`src/rtl/bridge_arb_pkg.sv`:
```
// Shared types and constants for the two-master external bus bridge arbiter.
package bridge_arb_pkg;

  typedef enum logic [1:0] {
    IDLE = 2'd0,
    BUSY = 2'd1,
    DONE = 2'd2
  } arb_state_t;

  localparam int ADDR_W_DEF      = 11;
  localparam int DATA_W_DEF      = 16;
  localparam int BE_W_DEF        = 2;
  localparam int TIMEOUT_CYC_DEF = 255;

  localparam logic [15:0] TIMEOUT_DATA = 16'hDEAD;

endpackage

```
`src/rtl/bridge_arb_timer.sv`:
```
// Loadable down-counter with a terminal-count flag; watchdog for a stalled slave.
module bridge_arb_timer #(
  parameter int W = 8
) (
  input  logic         clk_sys,
  input  logic         rst_b,
  input  logic         load,
  input  logic         en,
  input  logic [W-1:0] load_val,
  output logic         tc
);

  logic [W-1:0] cnt;

  always_ff @(posedge clk_sys or negedge rst_b) begin
    if (!rst_b) begin
      cnt <= '0;
    end else if (load) begin
      cnt <= load_val;
    end else if (en && (cnt != '0)) begin
      cnt <= cnt - 1'b1;
    end
  end

  assign tc = en && (cnt == '0);

endmodule

```
`src/rtl/bridge_arbiter.sv`:
```
// Round-robin arbiter letting two bridge masters share one external slave.
// Optional watchdog abort is enabled by defining BRIDGE_ARB_TIMEOUT_EN.
//
// state | meaning
// IDLE  | no transaction; pick a winner among live requests
// BUSY  | slave request driven from latched registers, waiting for ack
// DONE  | completion; owner ack registered out, grant cleared
module bridge_arbiter
  import bridge_arb_pkg::*;
#(
  parameter int ADDR_W      = ADDR_W_DEF,
  parameter int DATA_W      = DATA_W_DEF,
  parameter int BE_W        = BE_W_DEF,
  parameter int TIMEOUT_CYC = TIMEOUT_CYC_DEF
) (
  input  logic              clk_clk,
  input  logic              reset_reset_n,
  input  logic [ADDR_W-1:0] m0_address,
  input  logic              m0_bus_enable,
  input  logic [BE_W-1:0]   m0_byte_enable,
  input  logic              m0_rw,
  input  logic [DATA_W-1:0] m0_write_data,
  output logic [DATA_W-1:0] m0_read_data,
  output logic              m0_acknowledge,
  output logic              m0_irq,
  input  logic [ADDR_W-1:0] m1_address,
  input  logic              m1_bus_enable,
  input  logic [BE_W-1:0]   m1_byte_enable,
  input  logic              m1_rw,
  input  logic [DATA_W-1:0] m1_write_data,
  output logic [DATA_W-1:0] m1_read_data,
  output logic              m1_acknowledge,
  output logic              m1_irq,
  output logic [ADDR_W-1:0] s_address,
  output logic [BE_W-1:0]   s_byte_enable,
  output logic              s_rw,
  output logic [DATA_W-1:0] s_write_data,
  output logic              s_bus_enable,
  input  logic [DATA_W-1:0] s_read_data,
  input  logic              s_acknowledge,
  input  logic              s_irq,
  output logic [1:0]        grant,
  output logic              timeout_err
);

  arb_state_t state, state_nxt;
  logic owner, last_grant;
  logic req0, req1;
  logic win_valid, win_id;
  logic complete, abort;
  logic tmr_tc;

  // A master whose ack is showing this cycle has not yet had a chance to drop
  // its request, so it is masked to avoid regranting a stale request.
  assign req0 = m0_bus_enable & ~m0_acknowledge;
  assign req1 = m1_bus_enable & ~m1_acknowledge;

  always_comb begin
    state_nxt = state;
    win_valid = 1'b0;
    win_id    = 1'b0;
    complete  = 1'b0;
    abort     = 1'b0;
    case (state)
      IDLE: begin
        if (req0 || req1) begin
          win_valid = 1'b1;
          win_id    = (req0 && req1) ? ~last_grant : req1;
          state_nxt = BUSY;
        end
      end
      BUSY: begin
        if (s_acknowledge) begin
          complete  = 1'b1;
          state_nxt = DONE;
        end else if (tmr_tc) begin
          abort     = 1'b1;
          state_nxt = DONE;
        end
      end
      DONE:    state_nxt = IDLE;
      default: state_nxt = IDLE;
    endcase
  end

  always_ff @(posedge clk_clk or negedge reset_reset_n) begin
    if (!reset_reset_n) begin
      state          <= IDLE;
      owner          <= 1'b0;
      last_grant     <= 1'b1;
      grant          <= 2'b00;
      s_address      <= '0;
      s_byte_enable  <= '0;
      s_rw           <= 1'b0;
      s_write_data   <= '0;
      s_bus_enable   <= 1'b0;
      m0_read_data   <= '0;
      m1_read_data   <= '0;
      m0_acknowledge <= 1'b0;
      m1_acknowledge <= 1'b0;
      m0_irq         <= 1'b0;
      m1_irq         <= 1'b0;
    end else begin
      state          <= state_nxt;
      m0_acknowledge <= 1'b0;
      m1_acknowledge <= 1'b0;
      m0_irq         <= s_irq;
      m1_irq         <= s_irq;
      if (win_valid) begin
        owner         <= win_id;
        grant         <= win_id ? 2'b10 : 2'b01;
        s_address     <= win_id ? m1_address : m0_address;
        s_byte_enable <= win_id ? m1_byte_enable : m0_byte_enable;
        s_rw          <= win_id ? m1_rw : m0_rw;
        s_write_data  <= win_id ? m1_write_data : m0_write_data;
        s_bus_enable  <= 1'b1;
      end
      if (complete || abort) begin
        s_bus_enable <= 1'b0;
        if (owner) m1_read_data <= complete ? s_read_data : DATA_W'(TIMEOUT_DATA);
        else       m0_read_data <= complete ? s_read_data : DATA_W'(TIMEOUT_DATA);
      end
      if (state == DONE) begin
        last_grant <= owner;
        grant      <= 2'b00;
        if (owner) m1_acknowledge <= 1'b1;
        else       m0_acknowledge <= 1'b1;
      end
    end
  end

`ifdef BRIDGE_ARB_TIMEOUT_EN
  localparam int TMR_W = $clog2(TIMEOUT_CYC + 1);

  logic timed_out;

  // Loaded with limit-1 so terminal count lands on the last allowed BUSY cycle.
  bridge_arb_timer #(.W(TMR_W)) u_timer (
    .clk_sys  (clk_clk),
    .rst_b    (reset_reset_n),
    .load     (win_valid),
    .en       (state == BUSY),
    .load_val (TMR_W'(TIMEOUT_CYC - 1)),
    .tc       (tmr_tc)
  );

  always_ff @(posedge clk_clk or negedge reset_reset_n) begin
    if (!reset_reset_n) begin
      timed_out   <= 1'b0;
      timeout_err <= 1'b0;
    end else begin
      timeout_err <= 1'b0;
      if (abort)          timed_out <= 1'b1;
      else if (win_valid) timed_out <= 1'b0;
      if (state == DONE)  timeout_err <= timed_out;
    end
  end
`else
  logic unused_timeout_cfg;
  assign unused_timeout_cfg = (TIMEOUT_CYC != 0);
  assign tmr_tc      = 1'b0;
  assign timeout_err = 1'b0;
`endif

endmodule
```
`config.mk`:
```
export PLATFORM = sky130hd
export DESIGN_NAME = bridge_arbiter
export DESIGN_NICKNAME = d
export VERILOG_FILES = /design/src/rtl/bridge_arb_pkg.sv /design/src/rtl/bridge_arb_timer.sv /design/src/rtl/bridge_arbiter.sv
export SDC_FILE = /design/constraint.sdc
export NUM_CORES = 1
export LEC_CHECK = 0
export ABC_AREA = 1
export CORE_AREA = 3 3 99 101
export CTS_BUF_LIST = sky130_fd_sc_hd__clkbuf_4
export CTS_CLUSTER_SIZE = 40
export DETAILED_ROUTE_END_ITERATION = 10
export DIE_AREA = 0 0 102 104
export PLACE_DENSITY_LB_ADDON = 0.25
export SLEW_MARGIN = 40
export SYNTH_ARGS = -nofsm -noshare
export SYNTH_HDL_FRONTEND = slang
export SYNTH_SLANG_ARGS = --single-unit
```
`constraint.sdc`:
```
create_clock -name clk_clk -period 1.2 [get_ports clk_clk]
set_input_delay 0.24 -clock clk_clk [delete_from_list [all_inputs] [get_ports clk_clk]]
set_output_delay 0.24 -clock clk_clk [all_outputs]
set_load 0.01 [all_outputs]
```
==> key figures, run 1 <==
Logic synthesis
  • Synth Net Count: 505
  • Syn Area/Cell: 8.25 um^2
  • Main synth FF type: dfrtp_1
  • Asr flop ratio synth: 1.00
  • EDFF count, synth: 0
  • Leading area contributor after synthesis: dfrtp_1
  • Register area share after synthesis: 0.516
  • Most instantiated cells after synthesis: nand2_1 (129), inv_1 (82), dfrtp_1 (71)
  • Register bit total from synthesis: 72
  • Synth top area share: 0.509
  • Synth area leaders: dfrtp_1 (51%), nand2_1 (14%), inv_1 (8.8%)
  • Most frequent cell after synthesis: nand2_1
  • Synth Instances: between 400 and 500
  • Syn. warnings: 0
  • Mapped Area: 3490 um^2
  • Yosys cell types: 21

Timing
  • Max-slew violations: 0
  • RSZ-0062 raised after global routing: yes
  • Final hold vios: 0
  • Worst setup margin: -0.0918 ns
  • Final setup fails: 73
  • Worst clock skew: 0.00758 ns
  • Worst hold slack: about 0.26 ns
  • Fin crit period: approximately 1.3 ns
  • Final period util: 1.08
  • Maximum clock rate: around 0.77 GHz

Pwr
  • PD cells: about 2300 nW/um^2
  • Total Power: 13.3 mW
  • Leakage: 3.14 nW
  • Max IR drop VDD: 1.08 mV

Setup path
  • CP arrival: 1.64 ns
  • Crit path launch: state[1]
  • Crit path cell chain: nor2_4 -> nand2_2 -> inv_4 -> clkbuf_16 -> nand3_1 -> nand2_1
  • Critical-path maximum fanout: 12
  • Critical path endpoint category: flip-flop
  • Crit path required time: 1.55 ns
  • Reg-to-reg startpoint: state[1]
  • Worst path slowest cell: dfrtp_1
  • Worst Setup Path Type: reg -> reg
  • Crit path largest cell delay: 0.43 ns
  • Crit-path leading delay family: simple AND/OR/NAND/NOR gates
  • Buf+Inv Stages, Crit Path: 2
  • Startpoint types: flip-flop

Clock tree
  • CTS tree: yes
  • Clock Latency Late Sink: 0.41 ns
  • Reg clk slew, reported paths: about 0.12 ns
  • CTS Buffer Depth: 2
  • Num CTS Buffers: 9
  • Depth of the CTS H-tree: 3
  • # clock sinks: 72
  • CTS root buf: clkbuf_4

Place
  • Port Buffer Count: 150
  • Gpl congestion: 0.796
  • DP HPWL: roughly 7400 um

Global routing
  • Gr usage total: 0.207
  • Vias in the first global route: 3,470
  • Pin count of the biggest net entering global routing: 31
  • Initial antenna violation count: 0
  • Congestion Overflow GR: 0
  • First-pass GRT wire length: between 15,000 and 20,000 um

Drt
  • WL/cell: 15.4 um
  • DR vias: 3,564
  • Iteration-0 DRC Markers: 162
  • Number of remaining DRC errors: 0
  • Routed Antenna Nets: 0
  • Avg Vias per Cell: 4.78
  • Final WL: 11,500 um
  • DR pass1 iterations: 4

Finish
  • # fillers: 789
  • Fraction of layout cells with a size suffix above 1: 0.353
  • Final Core Density: 0.633
  • Area occupied by multi-input gates: between 1000 and 1500 um^2
  • Synth-to-Final Area Change: 65.3%
  • Antenna diodes: 0
  • Fin nets: between 700 and 800
  • Storage element area: 1800 um^2

Floorplan
  • I/O pin total: 152
  • FP Rows: 35
  • Die height: between 100 and 150 um
  • Initial Util: 0.383
  • Core area: a little over 9000 um^2
  • Die W: 102 um
  • Die footprint: 10,600 um^2

Run
  • MaxCap Viol Count: 0

Worst hold path
  • Worst min-delay path class: in -> async

Outcome
  • Status: finished with violations
  • Failing checks: setup timing
==> path summary, 6_finish.rpt <==
kind / end / slack, ns / cells past startpoint
setup / recovery: s_write_data[14] / -0.09 / 6
hold / removal: s_write_data[1] / 0.26 / 2
setup reg to reg: s_write_data[14] / -0.09 / 6
hold reg to reg: m1_read_data[13] / 0.49 / 2
max in group asynchronous: m0_read_data[9] / 0.46 / 3
min in group clk_clk: m1_irq / 0.26 / 1
==> what timing repair did <==
action,CTS,global route
pin swaps,1,5
setup buffers,21,21
cloned,2,6
resized for setup,306,48
hold buffers,1,0
endpoints found under the hold margin,17,0
endpoints found under the setup margin,132,135
==> stage by stage <==
step | instances | setup WS (ns) | TNS [ns] | instance area, um^2
finish | 745 | -0.0918 | -2.98 | 5770
global route | 745 | -0.170 | -11.53 | 5770
CTS | 718 | -0.0861 | -3.10 | 5290
detailed placement | 678 | -0.344 | -17.67 | 5150
global placement | 678 | -0.312 | -16.65 | 5150
floorplan | 423 | 0.00710 | 0 | 3490
==> routing by layer <==
layer | track usage | up-vias | wire length [um]
li1 | - | 1717 | -
met1 | 0.269 | 1691 | 4760
met2 | 0.339 | 140 | 5750
met3 | 0.0597 | 16 | 811
met4 | 0.0478 | 0 | 187
met5 | 0 | - | 0
==> kinds of logic (layout without fill, tap and decap cells) <==
kind of cell / after synthesis / after routing / synth area share
and+or+nand+nor: 204 / 204 / 0.263
buffers and inverters: 110 / 321 / 0.142
DFF: 72 / 72 / 0.516
AOI/OAI and AO/OA: 36 / 36 / 0.0774
other: 1 / 1 / 0.00107
==> where the power goes <==
group / internal, mW / total [mW] / switching, mW
logic: 3.87 / 7.54 / 3.67
registers: 3.56 / 4.27 / 0.714
clock network: 0.664 / 1.50 / 0.832
==> final cells by class <==
cell class | instances | area share
multi-input cells | 241 | 0.233
repair buffers | 222 | 0.354
flip-flops and latches | 72 | 0.313
inverters | 83 | 0.0544
well taps | 111 | 0.0241
clock inverters | 5 | 0.00824
clock buffers | 11 | 0.0143
==> flip-flops by register name, summed over array words and instances (netlist names) <==
signal and flops:
s_bus_enable 1, s_byte_enable 2, s_address 11, m1_acknowledge 1, m1_irq 1, state 2, last_grant 1, s_rw 1
m0_read_data 16, s_write_data 16, m1_read_data 16, owner 1, grant 2, m0_acknowledge 1
==> layout by cell type, fill, tap and decap left out <==
cell type        count
nand4_1             30
inv_1               80
nand2_1            104
buf_12               5
nor2_4               3
o21ai_0              3
clkinv_1             2
nand3_1             28
buf_16               2
dlygate4sd3_1        1
buf_6               26
dfrtp_1             71
nand2_4              6
or2_0                1
bufinv_16            1
o21ai_2             26
clkdlybuf4s50_1     80
nand2_2             23
nand3_4              2
clkinv_2             2
o21ai_1              7
clkbuf_16            5
nor2_1               2
inv_2                2
buf_8                1
inv_4                1
conb_1               1
buf_2               50
clkbuf_4            11
buf_4               52
nand3_2              5
dfstp_2              1
Power figures use the tool's default switching activity.
==> run 2, diff against run 1 <==
==> constraint.sdc (replaced) <==
create_clock -name clk_clk -period 1.2 [get_ports clk_clk]
set_input_delay 0.12 -clock clk_clk [delete_from_list [all_inputs] [get_ports clk_clk]]
set_output_delay 0.12 -clock clk_clk [all_outputs]
set_load 0.01 [all_outputs]
==> run 2 against run 1 <==
The run still ends with setup timing left. Critical path depth down 1. Hold slack worse by 0.14 ns. Flip-flop and latch count unchanged. Power up 0.30%. Fmax down 1.9%. Non-clock buffer count up 1.
==> key figures, run 2 (synthesized netlist as in run 1, its figures left out) <==
Setup path
  • Startpoint types: flip-flop
  • Cells on worst reg2reg path: 5
  • Flop2flop setup slack: -0.12 ns
  • Crit path required time: 1.51 ns
  • Critical path endpoint category: flip-flop
  • Critical-path maximum fanout: 15
  • CP arrival: roughly 1.6 ns
  • Worst Setup Path Type: reg -> reg

Drt
  • DR vias: about 3,600
  • Routed Antenna Nets: 0
  • DR pass1 iterations: 4
  • Number of remaining DRC errors: 0
  • WL/cell: 15.5 um
  • Iteration-0 DRC Markers: 201
  • Avg Vias per Cell: 4.86
  • Final WL: 11,600 um

Global routing
  • Congestion Overflow GR: 0
  • Initial antenna violation count: 0
  • Vias in the first global route: 3,441
  • First-pass GRT wire length: 16,800 um
  • Gr usage total: 0.200
  • Pin count of the biggest net entering global routing: 43

Outcome
  • Failing checks: setup timing
  • Status: finished with violations

Clock tree
  • Clock Latency Late Sink: 0.41 ns
  • Depth of the CTS H-tree: 3
  • Reg clk slew, reported paths: 0.12 ns
  • CTS tree: yes
  • # clock sinks: 72
  • Num CTS Buffers: 9
  • CTS root buf: clkbuf_4
  • CTS Buffer Depth: 2

Finish
  • Biggest regs: m0_read_data (16), m1_read_data (16), s_write_data (16)
  • Fraction of layout cells with a size suffix above 1: 0.384
  • Fin nets: 712
  • Most frequent cells in the layout: nand2_1 (97), inv_1 (80), clkdlybuf4s50_1 (80)
  • Synth-to-Final Area Change: 68.4%
  • Antenna diodes: 0
  • # fillers: 771
  • Most common cell after layout, fill and taps aside: nand2_1

Timing
  • Max-slew violations: 0
  • RSZ-0062 raised after global routing: yes
  • Fin crit period: 1.32 ns
  • Final setup fails: 65
  • Final hold vios: 0
  • Maximum clock rate: roughly 0.76 GHz
  • Worst hold slack: 0.127 ns
  • Setup_tns: -4.21 ns
  • Final period util: 1.10
  • Worst clock skew: 0.0146 ns
  • Worst setup margin: -0.116 ns

Worst hold path
  • Worst min-delay path class: in -> async

Floorplan
  • I/O pin total: 152
  • Die height: 104 um
  • Die footprint: between 10,000 and 15,000 um^2
  • Die W: ~100 um
  • FP Rows: 35
  • Initial Util: 0.383
  • Core area: 9110 um^2

Pwr
  • Max IR drop VDD: 1.04 mV
  • Switch share: 0.418
  • Leakage: 3.16 nW
  • NetSw: about 5.6 mW
  • P_int: just under 8 mW
  • Clk pwr share: 0.096
  • Sequential Power Share: 0.324
  • Comb pwr share: 0.580
  • PD cells: 2270 nW/um^2
  • Total Power: 13.3 mW

Place
  • Pre-CTS setup slack: -0.249 ns
  • Gpl congestion: 0.809
  • DP HPWL: just over 7000 um
  • Port Buffer Count: 150

Run
  • MaxCap Viol Count: 0
run 2: area by class of cell:
type | count | area (um^2) | share of cell area
timing repair buffer | 223 | 1950 | 0.332
sequential | 72 | 1800 | 0.307
multi-input combinational | 241 | 1560 | 0.265
inverter | 83 | 319 | 0.0543
tap | 111 | 139 | 0.0236
clock buffer | 9 | 67.6 | 0.0115
clock inverter | 7 | 38.8 | 0.00660
run 2: final timing paths:
kind / start / to
max in group asynchronous: reset_reset_n / s_address[4]
setup / recovery: state[0] / s_byte_enable[1]
hold / removal: reset_reset_n / s_write_data[15]
hold reg to reg: s_address[2] / s_address[2]
setup reg to reg: state[0] / s_byte_enable[1]
min in group clk_clk: s_irq / m1_irq
run 2: power by group through the flow:
| stage | Sequential [mW] | Clock (mW) | Combinational [mW] |
|---|---|---|---|
| 2_1_floorplan | 4.67 | 0 | 2.62 |
| 3_3_place_gp | 4.21 | 0 | 6.23 |
| 3_5_place_dp | 4.24 | 0 | 6.33 |
| 4_1_cts | 4.20 | 1.32 | 6.77 |
| 5_1_grt | 4.44 | 1.44 | 8.35 |
| 6_report | 4.32 | 1.28 | 7.74 |
run 2: stage by stage:
step,utilization,instances,cell area (um^2)
4_1_cts,0.617,717,5620
2_1_floorplan,-,423,3490
5_1_grt,0.645,746,5880
6_report,0.645,746,5880
3_3_place_gp,0.566,677,5160
3_5_place_dp,0.566,677,5160
run 2: routing by layer:
| metal | wire length, um | vias up | GRT usage |
|---|---|---|---|
| met1 | 4720 | 1724 | 0.262 |
| met5 | 0 | - | 0 |
| met4 | 204 | 0 | 0.0675 |
| li1 | - | 1723 | - |
| met3 | 802 | 19 | 0.0369 |
| met2 | 5850 | 160 | 0.330 |
run 2: what timing repair did:
action | CTS | global route
hold buffers | 1 | 0
pin swaps | 0 | 2
hold endpoints to repair | 72 | 0
buffers inserted | 19 | 26
resized for setup | 194 | 148
cloned | 4 | 4
setup endpoints to repair | 116 | 134
run 2: critical path, cell delays in order, from the launching register on:
cell and delay (ns):
dfrtp_2 0.46, nor2_4 0.20, buf_4 0.25, nand4_1 0.14
nand3_1 0.11, nand2_1 0.06
